$ cat src/rtl/uart_pkg.sv
// Shared UART frame definitions.
// Used by both the transmit and receive paths so the frame format matches.
package uart_pkg;

  typedef enum logic [2:0] {
    TX_IDLE,
    TX_START,
    TX_DATA,
    TX_PARITY,
    TX_STOP
  } tx_state_t;

  localparam int PARITY_NONE = 0;
  localparam int PARITY_EVEN = 1;
  localparam int PARITY_ODD  = 2;

endpackage

$ cat src/rtl/uart_sync_fifo.sv
// Single-clock FIFO with registered storage and a level counter.
// Full/empty come from the level, so pointers simply wrap.
module uart_sync_fifo #(
  parameter int WIDTH = 8,
  parameter int DEPTH = 4,
  localparam int AW = $clog2(DEPTH),
  localparam int LW = AW + 1
) (
  input  logic             clk,
  input  logic             rst,
  input  logic             push_i,
  input  logic [WIDTH-1:0] din_i,
  input  logic             pop_i,
  output logic [WIDTH-1:0] dout_o,
  output logic             full_o,
  output logic             empty_o,
  output logic [LW-1:0]    level_o
);

  logic [WIDTH-1:0] mem_q [DEPTH];
  logic [AW-1:0]    wr_q;
  logic [AW-1:0]    rd_q;
  logic [LW-1:0]    lvl_q;
  logic             do_push;
  logic             do_pop;

  assign full_o  = (lvl_q == LW'(DEPTH));
  assign empty_o = (lvl_q == '0);
  assign level_o = lvl_q;
  assign dout_o  = mem_q[rd_q];
  assign do_push = push_i & ~full_o;
  assign do_pop  = pop_i & ~empty_o;

  always_ff @(posedge clk or posedge rst) begin
    if (rst) begin
      wr_q  <= '0;
      rd_q  <= '0;
      lvl_q <= '0;
    end else begin
      if (do_push) wr_q <= wr_q + AW'(1);
      if (do_pop)  rd_q <= rd_q + AW'(1);
      unique case ({do_push, do_pop})
        2'b10:   lvl_q <= lvl_q + LW'(1);
        2'b01:   lvl_q <= lvl_q - LW'(1);
        default: lvl_q <= lvl_q;
      endcase
    end
  end

  always_ff @(posedge clk) begin
    if (do_push) mem_q[wr_q] <= din_i;
  end

endmodule

$ cat src/rtl/uart_tx_buffered.sv
// Buffered UART transmitter: FIFO-fed frame serialiser, LSB first.
// io_txd is registered from the current state, so the line lags the FSM by one clock.
module uart_tx_buffered
  import uart_pkg::*;
#(
  parameter int CLKS_PER_BIT = 434,
  parameter int DATA_BITS    = 8,
  parameter int PARITY       = 0,
  parameter int STOP_BITS    = 1,
  parameter int FIFO_DEPTH   = 4
) (
  input  logic                        clk,
  input  logic                        reset,
  input  logic                        io_tx_valid,
  output logic                        io_tx_ready,
  input  logic [DATA_BITS-1:0]        io_tx_payload,
  output logic                        io_txd,
  output logic                        io_busy,
  output logic [$clog2(FIFO_DEPTH):0] io_fifo_level
);

  localparam int CW = $clog2(CLKS_PER_BIT);
  localparam logic [CW-1:0] CNT_LAST = CW'(CLKS_PER_BIT - 1);
  localparam logic [3:0] DATA_LAST = 4'(DATA_BITS - 1);
  localparam logic [3:0] STOP_LAST = 4'(STOP_BITS - 1);
  localparam bit HAS_PAR = (PARITY != PARITY_NONE);
  localparam bit PAR_INIT = (PARITY == PARITY_ODD);

  tx_state_t            state_q;
  logic [CW-1:0]        cnt_q;
  logic [3:0]           bit_q;
  logic [DATA_BITS-1:0] shift_q;
  logic                 par_q;
  logic                 txd_q;

  logic [DATA_BITS-1:0] head;
  logic                 full;
  logic                 empty;
  logic                 baud_end;
  logic                 stop_end;
  logic                 pop;

  assign baud_end = (cnt_q == CNT_LAST);
  assign stop_end = (state_q == TX_STOP) & baud_end & (bit_q == STOP_LAST);
  assign pop      = ~empty & ((state_q == TX_IDLE) | stop_end);

  assign io_tx_ready = ~full;
  assign io_txd      = txd_q;
  assign io_busy     = (state_q != TX_IDLE) | ~empty;

  uart_sync_fifo #(
    .WIDTH (DATA_BITS),
    .DEPTH (FIFO_DEPTH)
  ) u_fifo (
    .clk     (clk),
    .rst     (reset),
    .push_i  (io_tx_valid),
    .din_i   (io_tx_payload),
    .pop_i   (pop),
    .dout_o  (head),
    .full_o  (full),
    .empty_o (empty),
    .level_o (io_fifo_level)
  );

  always_ff @(posedge clk or posedge reset) begin
    if (reset) begin
      state_q <= TX_IDLE;
      cnt_q   <= '0;
      bit_q   <= '0;
      shift_q <= '0;
      par_q   <= 1'b0;
      txd_q   <= 1'b1;
    end else begin
      if (state_q != TX_IDLE)
        cnt_q <= baud_end ? '0 : cnt_q + CW'(1);
      unique case (state_q)
        TX_IDLE: begin
          txd_q <= 1'b1;
          if (pop) begin
            shift_q <= head;
            par_q   <= PAR_INIT;
            cnt_q   <= '0;
            state_q <= TX_START;
          end
        end
        TX_START: begin
          txd_q <= 1'b0;
          if (baud_end) begin
            bit_q   <= '0;
            state_q <= TX_DATA;
          end
        end
        TX_DATA: begin
          txd_q <= shift_q[0];
          if (baud_end) begin
            par_q   <= par_q ^ shift_q[0];
            shift_q <= shift_q >> 1;
            if (bit_q == DATA_LAST) begin
              bit_q   <= '0;
              state_q <= HAS_PAR ? TX_PARITY : TX_STOP;
            end else begin
              bit_q <= bit_q + 4'd1;
            end
          end
        end
        TX_PARITY: begin
          txd_q <= par_q;
          if (baud_end) begin
            bit_q   <= '0;
            state_q <= TX_STOP;
          end
        end
        TX_STOP: begin
          txd_q <= 1'b1;
          if (baud_end) begin
            if (bit_q == STOP_LAST) begin
              bit_q <= '0;
              // chain straight into the next start bit when data is waiting
              if (pop) begin
                shift_q <= head;
                par_q   <= PAR_INIT;
                state_q <= TX_START;
              end else begin
                state_q <= TX_IDLE;
              end
            end else begin
              bit_q <= bit_q + 4'd1;
            end
          end
        end
        default: begin
          txd_q   <= 1'b1;
          state_q <= TX_IDLE;
        end
      endcase
    end
  end

endmodule

$ cat config.mk
export PLATFORM = sky130hd
export DESIGN_NAME = uart_tx_buffered
export DESIGN_NICKNAME = d
export VERILOG_FILES = /design/src/rtl/uart_pkg.sv /design/src/rtl/uart_sync_fifo.sv /design/src/rtl/uart_tx_buffered.sv
export SDC_FILE = /design/constraint.sdc
export NUM_CORES = 1
export LEC_CHECK = 0
export CAP_MARGIN = 20
export CORE_AREA = 3 3 84 86
export DETAILED_ROUTE_END_ITERATION = 8
export DIE_AREA = 0 0 87 89
export PLACE_DENSITY = 0.68
export SLEW_MARGIN = 40
export SYNTH_ARGS = -nofsm -noshare
export SYNTH_HDL_FRONTEND = slang
export SYNTH_HIERARCHICAL = 1
export SYNTH_SLANG_ARGS = --single-unit
$ cat constraint.sdc
create_clock -name clk -period 5.7 [get_ports clk]
set_input_delay 1.425 -clock clk [delete_from_list [all_inputs] [get_ports clk]]
set_output_delay 1.425 -clock clk [all_outputs]
set_load 0.01 [all_outputs]
==> results of run 1 <==
==> sequential cells by signal, indices dropped and copies added, names as in the netlist <==
| register | flops |
|---|---|
| state_q | 3 |
| par_q | 1 |
| shift_q | 8 |
| u_fifo/level_o | 3 |
| cnt_q | 9 |
| u_fifo/mem_q | 32 |
| io_txd | 1 |
| bit_q | 4 |
| u_fifo/wr_q | 2 |
| u_fifo/rd_q | 2 |
==> metrics by stage <==
stage	power, mW	setup WS (ns)	instances	util [%]	instance area, sq um
finish	1.59	2.00	350	57.2	3630
global route	1.68	1.79	350	57.2	3630
CTS	1.60	2.00	350	57.2	3630
floorplan	1.03	2.85	250	-	3190
detailed placement	1.16	2.38	334	53.7	3410
global placement	1.15	2.42	334	53.7	3410
==> power by group through the flow <==
stage | registers (mW) | clock network (mW) | logic [mW]
4_1_cts | 0.735 | 0.446 | 0.422
6_report | 0.733 | 0.438 | 0.415
3_3_place_gp | 0.739 | 0 | 0.410
2_1_floorplan | 0.691 | 0 | 0.339
5_1_grt | 0.749 | 0.469 | 0.460
3_5_place_dp | 0.743 | 0 | 0.416
==> cells in the final DEF, fill, tap and decap left out, types with 4 or more instances in the layout <==
cell type | Yosys | layout
a21o_1 | 4 | 4
a31oi_1 | 8 | 8
mux4_2 | 8 | 8
ha_1 | 9 | 9
inv_1 | 16 | 15
clkbuf_8 | 0 | 9
or3b_2 | 7 | 7
and2_2 | 4 | 4
clkdlybuf4s50_1 | 0 | 16
o21ai_0 | 9 | 9
edfxtp_1 | 32 | 32
nor2_1 | 9 | 9
dfrtp_1 | 32 | 32
nor3_1 | 4 | 4
nand2_1 | 20 | 20
xnor2_1 | 8 | 8
a21oi_1 | 11 | 11
o2bb2ai_1 | 7 | 7
==> kinds of logic after synthesis <==
kind of cell | share of synthesized area [%]
DFF | 56.0
and+or+nand+nor | 14.5
adders and majority gates | 4.15
AOI/OAI and AO/OA | 12.2
xor gates and xnor gates | 3.02
buffers and inverters | 3.37
muxes | 6.74
==> worst max path at each step <==
stage / endpoint / slack, ns / depth (start not counted)
5_1_grt: io_busy / 1.79 / 4
6_report: io_busy / 2.00 / 4
4_1_cts: io_busy / 2.00 / 4
3_5_place_dp: io_busy / 2.38 / 4
3_3_place_gp: io_busy / 2.42 / 4
2_1_floorplan: io_busy / 2.85 / 4
==> final cells by class <==
cell class | count | area [sq um] | area share, %
flip-flops and latches | 65 | 1790 | 49.2
multi-input cells | 159 | 1300 | 35.7
repair buffers | 17 | 168 | 4.61
clock buffers | 9 | 124 | 3.41
clock inverters | 7 | 101 | 2.79
well taps | 77 | 96.3 | 2.65
inverters | 16 | 60.1 | 1.65
==> critical path, delay by kind of cell, from the launching register on <==
kind / cells / cell delay [ns]
buffers and inverters: 2 / 0.57
DFF: 1 / 0.65
and+or+nand+nor: 2 / 0.71
==> routing by layer <==
metal / up-vias / track usage [%] / share of wire, %
met3: 14 / 5.25 / 3.7
met1: 985 / 20.4 / 45
met5: - / 0 / 0
li1: 964 / - / -
met2: 30 / 26.6 / 49
met4: 0 / 5.95 / 1.9
==> summary.txt, run 1 <==
Yosys
  – Post-synthesis instance total: 250
  – Count of different cell masters after synthesis: 58
  – Post-synth top flop: edfxtp_1
  – Yosys top cell area share: 30.1%
  – Count of flip-flops with a built-in enable after synthesis: 32
  – Average cell area after synthesis: 12.8 sq um
  – Most common library cells after synthesis: dfrtp_1, edfxtp_1, nand2_1
  – Flip-flop and latch count after synthesis: 65
  – Synth Net Count: 271
  – FFs w/ async S/R, synth: 50.8%
  – Top cells by area, synth: edfxtp_1, dfrtp_1, mux4_2, ha_1, nand2_1
  – Part of the Yosys area used for sequential elements: 56.0%
  – Post-synthesis cell area: 0.00319 sq mm
  – Area leader, netlist: edfxtp_1
  – Count of warnings emitted by yosys: 6

Global routing
  – Gr usage total: roughly 16%
  – Pin count of the biggest net entering global routing: 27
  – Global-route wire length before repair: 9.47 mm
  – Congestion Overflow GR: 0
  – Initial antenna violation count: 0
  – Number of global-route vias before repair: 1949

Clocking
  – Cts-stage hold buffer count: 0
  – Post-CTS Repair Setup Buffers: 0
  – CTS tree: done
  – Number of clock sinks: 65
  – Clock insertion delay at the later pin of the skew report: 0.35 ns
  – Maximum buffer depth of the clock tree: 2
  – Root Driver: clkbuf_8
  – Number of CTS-inserted buffers: 9
  – Clock edge transition at the registers on the reported setup and hold paths: 0.08 ns
  – Number of instances resized during post-cts repair: 0
  – H-tree depth: 3

Routing
  – Number of iterations in the first detailed-routing pass: 4
  – Post-Route WL: 5.50 mm
  – DRC marker count from the first detailed-route iteration: 127
  – Total DRC errors in the routed layout: 0
  – Count of nets left with antenna violations after detail routing: 0
  – Post-DR vias/cell: roughly 5.7
  – Routed wire per std cell: between 15 and 20 um
  – Via count: 1993

Power
  – Proportion of total power due to net switching: 30.6%
  – Comb pwr share: between 20% and 30%
  – Worst-case vdd ir drop: around 0.28 mV
  – Fraction of power consumed by sequential logic: 46.2%
  – Int Power: about 1.1 mW
  – Clock power share: 27.6%
  – Reported net switching power: 485 uW
  – Leak Pwr: about 1.4 nW
  – Power density cells: 437 mW/mm^2

Critical path
  – Launching element of the worst setup path: state_q[1]$_DFFE_PP0P_
  – Req. time, crit path: 4.28 ns
  – Type of origin of the critical path: flip-flop
  – R2r setup slk: 2.67 ns
  – Critical path fanouts, max: 26
  – Data arrival time of the worst path: 2.27 ns
  – Critical Path End Type: output pin
  – RR Endpoint: u_fifo/level_o[2]$_DFFE_PP0P_
  – Slowest cell on the critical path: dfrtp_1
  – Critical R2R Launch: cnt_q[1]$_DFF_PP0_
  – Critical path cell sequence: nor3_2 -> and2_1 -> inv_1 -> clkdlybuf4s50_1
  – Worst Reg2Reg Path Length in Cells: 12
  – Worst Path Class, Setup: reg -> out
  – Crit path largest cell delay: 0.65 ns

Hold path
  – Worst hold path class: reg -> reg
  – Worst hold path depth: 1
  – Start point of the worst hold path: shift_q[2]$_DFFE_PP0P_
  – Hold endpoint: shift_q[2]$_DFFE_PP0P_

Final layout
  – # nets final: 289
  – FILL cells: 521
  – Ant diodes: 0
  – Fraction of layout instances using a drive strength above 1: around a fifth
  – Relative area change from synthesis to final layout: 13.8%

STA
  – Setup skew after layout: slightly above 0.008 ns
  – Portion of the clock cycle consumed by the worst path in the final layout: 64.9%
  – Post-route setup TNS: 0 ns
  – Relative slew slack: 51.9%
  – Worst-margin pin slew: 0.721 ns
  – Post-Route Hold Slack: 0.493 ns
  – Final-report max-slew violation count: 0
  – Final Setup Violations: 0
  – Number of endpoints with negative hold slack in the final report: 0
  – Shortest clock period the worst path allows after layout: 3.70 ns
  – Max Clk Rate: 271 MHz
  – Setup repair after global routing missed its margin: no

Floorplanning
  – Placeable core area: 0.00635 sq mm
  – Die extent in y: 89 um
  – Die outline width: 87 um
  – Num rows: 29
  – Boundary Pins: 17
  – Area of the die: 0.00774 sq mm
  – Initial core utilization: ~50%

Outcome
  – Run status: finished, final reports clean

Place
  – Final HPWL from detailed placement: 3.75 mm
  – I/O Buffers: 16
  – Routability Congestion: 0.830

Run
  – Number of violations of the max-capacitance limit: 0
No activity file was read; power rests on OpenSTA's default activity.
==> run 2: changes to the inputs <==
==> constraint.sdc (replaced) <==
create_clock -name clk -period 3.8 [get_ports clk]
set_input_delay 0.95 -clock clk [delete_from_list [all_inputs] [get_ports clk]]
set_output_delay 0.95 -clock clk [all_outputs]
set_load 0.01 [all_outputs]
==> summary.txt, run 2 (synthesized netlist as in run 1, its figures left out) <==
Floorplanning
  – Area of the die: 0.00774 sq mm (unchanged)
  – Die outline width: 87 um (unchanged)
  – Initial core utilization: 50.3% (unchanged)
  – Num rows: 29 (unchanged)
  – Die extent in y: 89 um (unchanged)
  – Placeable core area: 0.00635 sq mm (unchanged)
  – Boundary Pins: 17 (unchanged)

Routing
  – Routed wire per std cell: 15.6 um (-0.81%)
  – Post-Route WL: 5.47 mm (-0.53%)
  – Post-DR vias/cell: 5.57 (-2.2%)
  – DRC marker count from the first detailed-route iteration: 117 (-7.9%)
  – Number of iterations in the first detailed-routing pass: 4 (unchanged)
  – Count of nets left with antenna violations after detail routing: 0 (unchanged)
  – Via count: 1955 (-1.9%)
  – Total DRC errors in the routed layout: 0 (unchanged)

Global routing
  – Gr usage total: 15.9% (-0.41 points)
  – Congestion Overflow GR: 0 (unchanged)
  – Number of global-route vias before repair: 1881 (-3.5%)
  – Initial antenna violation count: 0 (unchanged)
  – Global-route wire length before repair: 9.07 mm (-4.3%)
  – Pin count of the biggest net entering global routing: 27 (unchanged)

Final layout
  – Register ranked first by flip-flop count: u_fifo/mem_q
  – Relative area change from synthesis to final layout: 14.1%
  – Ant diodes: 0 (unchanged)
  – # nets final: 290 (+0.35%)
  – Largest regs: u_fifo/mem_q x32, cnt_q x9, shift_q x8
  – Most used cells in the layout excluding fill and tap cells: dfrtp_1, edfxtp_1, nand2_1
  – Final instance area: 0.00364 sq mm (+0.21%)
  – Fraction of layout instances using a drive strength above 1: 19.0% (-0.070 points)
  – Flip-flop count of the largest register after layout: 32 (unchanged)

Place
  – Routability Congestion: 0.796 (-4.1%)
  – Final HPWL from detailed placement: 3.67 mm (-2.2%)
  – Total placed instance area: 0.00342 sq mm (+0.22%)
  – I/O Buffers: 16 (unchanged)
  – Pre-CTS worst setup slack: 0.876 ns (-1.50 ns)

Critical path
  – Slowest cell on the critical path: dfrtp_1
  – RR Endpoint: u_fifo/level_o[2]$_DFFE_PP0P_
  – Req. time, crit path: 2.85 ns (-1.43 ns)
  – Critical path fanouts, max: 26 (unchanged)
  – Critical path cell sequence: nor3_2 -> and2_1 -> inv_1 -> clkdlybuf4s50_1
  – Crit path largest cell delay: 0.67 ns (+0.02 ns)
  – Type of origin of the critical path: flip-flop
  – R2r setup slk: 0.89 ns (-1.78 ns)
  – Critical R2R Launch: bit_q[0]$_DFFE_PP0P_
  – Top delay family on crit path: simple AND/OR/NAND/NOR gates
  – Critical Path End Type: output pin
  – Data arrival time of the worst path: 2.30 ns (+0.03 ns)
  – Buf+Inv Stages, Crit Path: 2 (unchanged)
  – Worst Reg2Reg Path Length in Cells: 12 (unchanged)
  – Worst Path Class, Setup: reg -> out

STA
  – Final Setup Violations: 0 (unchanged)
  – Shortest clock period the worst path allows after layout: 3.25 ns
  – Post-Route Hold Slack: 0.496 ns (+0.00305 ns)
  – Portion of the clock cycle consumed by the worst path in the final layout: 85.6%
  – Post-route setup TNS: 0 ns (unchanged)
  – Relative slew slack: 48.1% (-3.8 points)
  – Setup repair after global routing missed its margin: no
  – Max Clk Rate: 307 MHz
  – Number of endpoints with negative hold slack in the final report: 0 (unchanged)
  – Final-report max-slew violation count: 0 (unchanged)
  – Final worst-path setup slack: 0.548 ns (-1.46 ns)
  – Worst-margin pin slew: 0.779 ns (+0.0577 ns)
  – Setup skew after layout: 0.00781 ns (-0.000509 ns)

Power
  – Leak Pwr: 1.44 nW (+0.45%)
  – Power density cells: 653 mW/mm^2 (+50%)
  – Worst-case vdd ir drop: 0.584 mV (+110%)

Clocking
  – Maximum buffer depth of the clock tree: 2 (unchanged)
  – CTS tree: done
  – Number of instances resized during post-cts repair: 0 (unchanged)
  – Root Driver: clkbuf_8
  – Cts-stage hold buffer count: 0 (unchanged)
  – Clock insertion delay at the later pin of the skew report: 0.34 ns (about the same)
  – Number of clock sinks: 65 (unchanged)
  – H-tree depth: 3 (unchanged)
  – Number of CTS-inserted buffers: 9 (unchanged)
  – Clock edge transition at the registers on the reported setup and hold paths: 0.08 ns (about the same)
  – Post-CTS Repair Setup Buffers: 0 (unchanged)

Outcome
  – Run status: finished, final reports clean

Hold path
  – Hold endpoint: shift_q[3]$_DFFE_PP0P_
  – Start point of the worst hold path: shift_q[3]$_DFFE_PP0P_
  – Worst hold path depth: 1 (unchanged)
  – Worst hold path class: reg -> reg

Run
  – Number of violations of the max-capacitance limit: 0 (unchanged)
[run 2: layout make-up]
| type | instances | area, sq um |
|---|---|---|
| well taps | 77 | 96.3 |
| fillers | 524 | 2710 |
| multi-input cells | 159 | 1300 |
| clock buffers | 9 | 124 |
| flip-flops and latches | 65 | 1790 |
| clock inverters | 7 | 101 |
| inverters | 16 | 60.1 |
| repair buffers | 18 | 175 |
[run 2: metrics by stage]
stage | instances | utilization [%] | total power, mW
4_1_cts | 351 | 57.4 | 2.41
6_report | 351 | 57.4 | 2.38
3_5_place_dp | 335 | 53.8 | 1.74
2_1_floorplan | 250 | - | 1.55
3_3_place_gp | 335 | 53.8 | 1.72
5_1_grt | 351 | 57.4 | 2.53
[run 2: worst max path at each step]
stage,start,to,cells past startpoint
finish,state_q[1]$_DFFE_PP0P_,io_busy,4
global route,state_q[1]$_DFFE_PP0P_,io_busy,4
detailed placement,bit_q[0]$_DFFE_PP0P_,u_fifo/level_o[2]$_DFFE_PP0P_,12
global placement,bit_q[0]$_DFFE_PP0P_,u_fifo/level_o[2]$_DFFE_PP0P_,12
floorplan,bit_q[0]$_DFFE_PP0P_,u_fifo/level_o[2]$_DFFE_PP0P_,12
CTS,state_q[1]$_DFFE_PP0P_,io_busy,4
[run 2: worst reg2reg max path: cells and delay by family, from the launching register on]
family,cells,cell delay (ns)
fa+ha+maj,3,0.70
buf+inv,2,0.13
simple gates,3,0.88
xor+xnor,2,0.30
flops,1,0.42
compound gates,2,0.42
[run 2: report_power, final]
group | internal [mW] | total [mW] | switching, mW
sequential | 0.925 | 1.09 | 0.166
combinational | 0.352 | 0.621 | 0.269
clock | 0.377 | 0.665 | 0.288
total | 1.65 | 2.38 | 0.724
[run 2: layer usage]
layer / track usage, % / vias to the layer above / part of all wire [%]
li1: - / 962 / -
met1: 19.1 / 948 / 46
met2: 26.0 / 37 / 48
met3: 4.98 / 8 / 4.2
met4: 7.65 / 0 / 1.6
met5: 0 / - / 0
==> run 3: changes to the inputs <==
--- a/config.mk
+++ b/config.mk
@@ -10,6 +10,7 @@
 export DETAILED_ROUTE_END_ITERATION = 8
 export DIE_AREA = 0 0 87 89
 export PLACE_DENSITY = 0.68
+export REMOVE_ABC_BUFFERS = 1
 export SLEW_MARGIN = 40
 export SYNTH_ARGS = -nofsm -noshare
 export SYNTH_HDL_FRONTEND = slang
==> summary.txt, run 3 (synthesized netlist as in run 1, its figures left out) <==
STA
  – Setup repair after global routing missed its margin: no
  – Worst-margin pin slew: 0.595 ns (-0.184 ns)
  – Number of endpoints with negative hold slack in the final report: 0 (unchanged)
  – Setup skew after layout: 0.0100 ns (+0.00221 ns)
  – Post-route setup TNS: 0 ns (unchanged)
  – Shortest clock period the worst path allows after layout: 3.14 ns (-0.113 ns)
  – Final Setup Violations: 0 (unchanged)
  – Portion of the clock cycle consumed by the worst path in the final layout: 82.6% (-3.0 points)
  – Final worst-path setup slack: 0.661 ns (+0.113 ns)
  – Final-report max-slew violation count: 0 (unchanged)
  – Max Clk Rate: 319 MHz (+3.6%)
  – Relative slew slack: 60.4% (+12 points)

Routing
  – DRC marker count from the first detailed-route iteration: 151 (+29%)
  – Post-Route WL: 5.66 mm (+3.4%)
  – Count of nets left with antenna violations after detail routing: 0 (unchanged)
  – Routed wire per std cell: 16.1 um (+3.4%)
  – Number of iterations in the first detailed-routing pass: 4 (unchanged)
  – Via count: 1991 (+1.8%)
  – Post-DR vias/cell: 5.67 (+1.8%)
  – Total DRC errors in the routed layout: 0 (unchanged)

Critical path
  – Req. time, crit path: 2.85 ns (about the same)
  – Worst Path Class, Setup: reg -> out
  – Type of origin of the critical path: flip-flop
  – Critical path cell sequence: nor3_2 -> and2_1 -> inv_1 -> clkdlybuf4s50_1
  – Launching element of the worst setup path: state_q[0]$_DFFE_PP0P_
  – Critical Path End Type: output pin
  – Critical R2R Launch: bit_q[0]$_DFFE_PP0P_
  – Critical path fanouts, max: 13 (-50%)
  – Crit path largest cell delay: 0.54 ns (-0.13 ns)
  – Data arrival time of the worst path: 2.19 ns (-0.11 ns)
  – Slowest cell on the critical path: dfrtp_1

Floorplanning
  – Boundary Pins: 17 (unchanged)
  – Area of the die: 0.00774 sq mm (unchanged)
  – Num rows: 29 (unchanged)
  – Initial core utilization: 50.3% (unchanged)
  – Die outline width: 87 um (unchanged)
  – Placeable core area: 0.00635 sq mm (unchanged)
  – Die extent in y: 89 um (unchanged)

Global routing
  – Pin count of the biggest net entering global routing: 27 (unchanged)
  – Number of global-route vias before repair: 1987 (+5.6%)
  – Initial antenna violation count: 0 (unchanged)
  – Congestion Overflow GR: 0 (unchanged)
  – Global-route wire length before repair: 9.47 mm (+4.5%)
  – Gr usage total: 16.2% (+0.30 points)

Place
  – Final HPWL from detailed placement: 3.90 mm (+6.2%)
  – I/O Buffers: 16 (unchanged)
  – Pre-CTS worst setup slack: 0.874 ns (-0.00154 ns)
  – Routability Congestion: 0.844 (+5.9%)
  – Total placed instance area: 0.00342 sq mm (+0.22%)
  – Placed cells: 336 (+0.30%)

Run
  – Number of violations of the max-capacitance limit: 0 (unchanged)

Final layout
  – Relative area change from synthesis to final layout: 13.0%
  – Ant diodes: 0 (unchanged)
  – Largest regs: u_fifo/mem_q x32, cnt_q x9, shift_q x8
  – FILL cells: 530 (+1.1%)
  – Final instance area: 0.00361 sq mm (-0.89%)
  – Final Instance Count excl. Fillers: 351 (unchanged)
  – Register ranked first by flip-flop count: u_fifo/mem_q
  – Fraction of layout instances using a drive strength above 1: 19.0% (unchanged)
  – Flip-flop count of the largest register after layout: 32 (unchanged)
  – # nets final: 291 (+0.34%)
  – Most used cells in the layout excluding fill and tap cells: dfrtp_1, edfxtp_1, nand2_1

Clocking
  – Cts-stage hold buffer count: 0 (unchanged)
  – H-tree depth: 3 (unchanged)
  – Clock insertion delay at the later pin of the skew report: 0.33 ns (about the same)
  – Root Driver: clkbuf_8
  – CTS tree: done
  – Number of CTS-inserted buffers: 9 (unchanged)
  – Post-CTS Repair Setup Buffers: 0 (unchanged)
  – Number of clock sinks: 65 (unchanged)
  – Clock edge transition at the registers on the reported setup and hold paths: 0.07 ns (about the same)
  – Number of instances resized during post-cts repair: 0 (unchanged)
  – Maximum buffer depth of the clock tree: 2 (unchanged)

Outcome
  – Run status: finished, final reports clean

Power
  – Power density cells: 630 mW/mm^2 (-3.5%)
  – Leak Pwr: 1.43 nW (-0.85%)
  – Tot Pwr: 2.27 mW (-4.4%)
  – Worst-case vdd ir drop: 0.339 mV (-42%)

Hold path
  – Start point of the worst hold path: shift_q[5]$_DFFE_PP0P_
  – Worst hold path class: reg -> reg
==> run 3: cell count changes in the layout (fill, tap and decap cells not counted) <==
cell       before  now
clkbuf_1        0    1
bufinv_16       2    1
clkinv_2        0    2
clkinv_4        1    2
buf_4           2    3
inv_6           2    0
clkinv_1        1    0
inv_8           1    0
==> run 3: final timing paths <==
| kind | to | slack (ns) | depth (start not counted) |
|---|---|---|---|
| worst max-delay path | io_busy | 0.66 | 4 |
| worst min-delay path | shift_q[5]$_DFFE_PP0P_ | 0.49 | 1 |
| worst max register to register | u_fifo/level_o[2]$_DFFE_PP0P_ | 0.87 | 12 |
| worst min register to register | shift_q[5]$_DFFE_PP0P_ | 0.49 | 1 |
| max in group asynchronous | state_q[1]$_DFFE_PP0P_ | 2.41 | 2 |
| min in group asynchronous | u_fifo/rd_q[1]$_DFFE_PP0P_ | 0.90 | 2 |
==> run 3: area by class of cell <==
| type | instances | area [sq um] | area share, % |
|---|---|---|---|
| clock buffers | 10 | 128 | 3.54 |
| flip-flops and latches | 65 | 1790 | 49.5 |
| multi-input cells | 159 | 1300 | 35.9 |
| inverters | 16 | 60.1 | 1.66 |
| clock inverters | 5 | 57.6 | 1.59 |
| repair buffers | 19 | 183 | 5.06 |
| well taps | 77 | 96.3 | 2.67 |
==> run 3: critical path: cells and delay by family, from the launching register on <==
family	cells	cell delay, ns
DFF	1	0.54
and+or+nand+nor	2	0.75
buffers and inverters	2	0.57
==> run 3: per-stage QoR <==
step                utilization, %  hold WS, ns
floorplan                        -        0.456
global placement              53.9        0.476
detailed placement            53.9        0.475
CTS                           56.8        0.497
global route                  56.8        0.504
finish                        56.8        0.492
==> run 3: metal layers <==
layer  up-vias  part of all wire [%]  track usage [%]
met5         -                     0                0
met2        28                    51             26.6
met3         9                   2.6             3.50
met1       987                    45             20.4
met4         0                   1.3             7.79
li1        967                     -                -
==> run 3: power breakdown <==
| part | internal (mW) | leakage, nW | total, mW | switching (mW) |
|---|---|---|---|---|
| clock | 0.299 | 0.0961 | 0.554 | 0.255 |
| sequential | 0.926 | 0.713 | 1.10 | 0.169 |
| combinational | 0.351 | 0.617 | 0.624 | 0.273 |
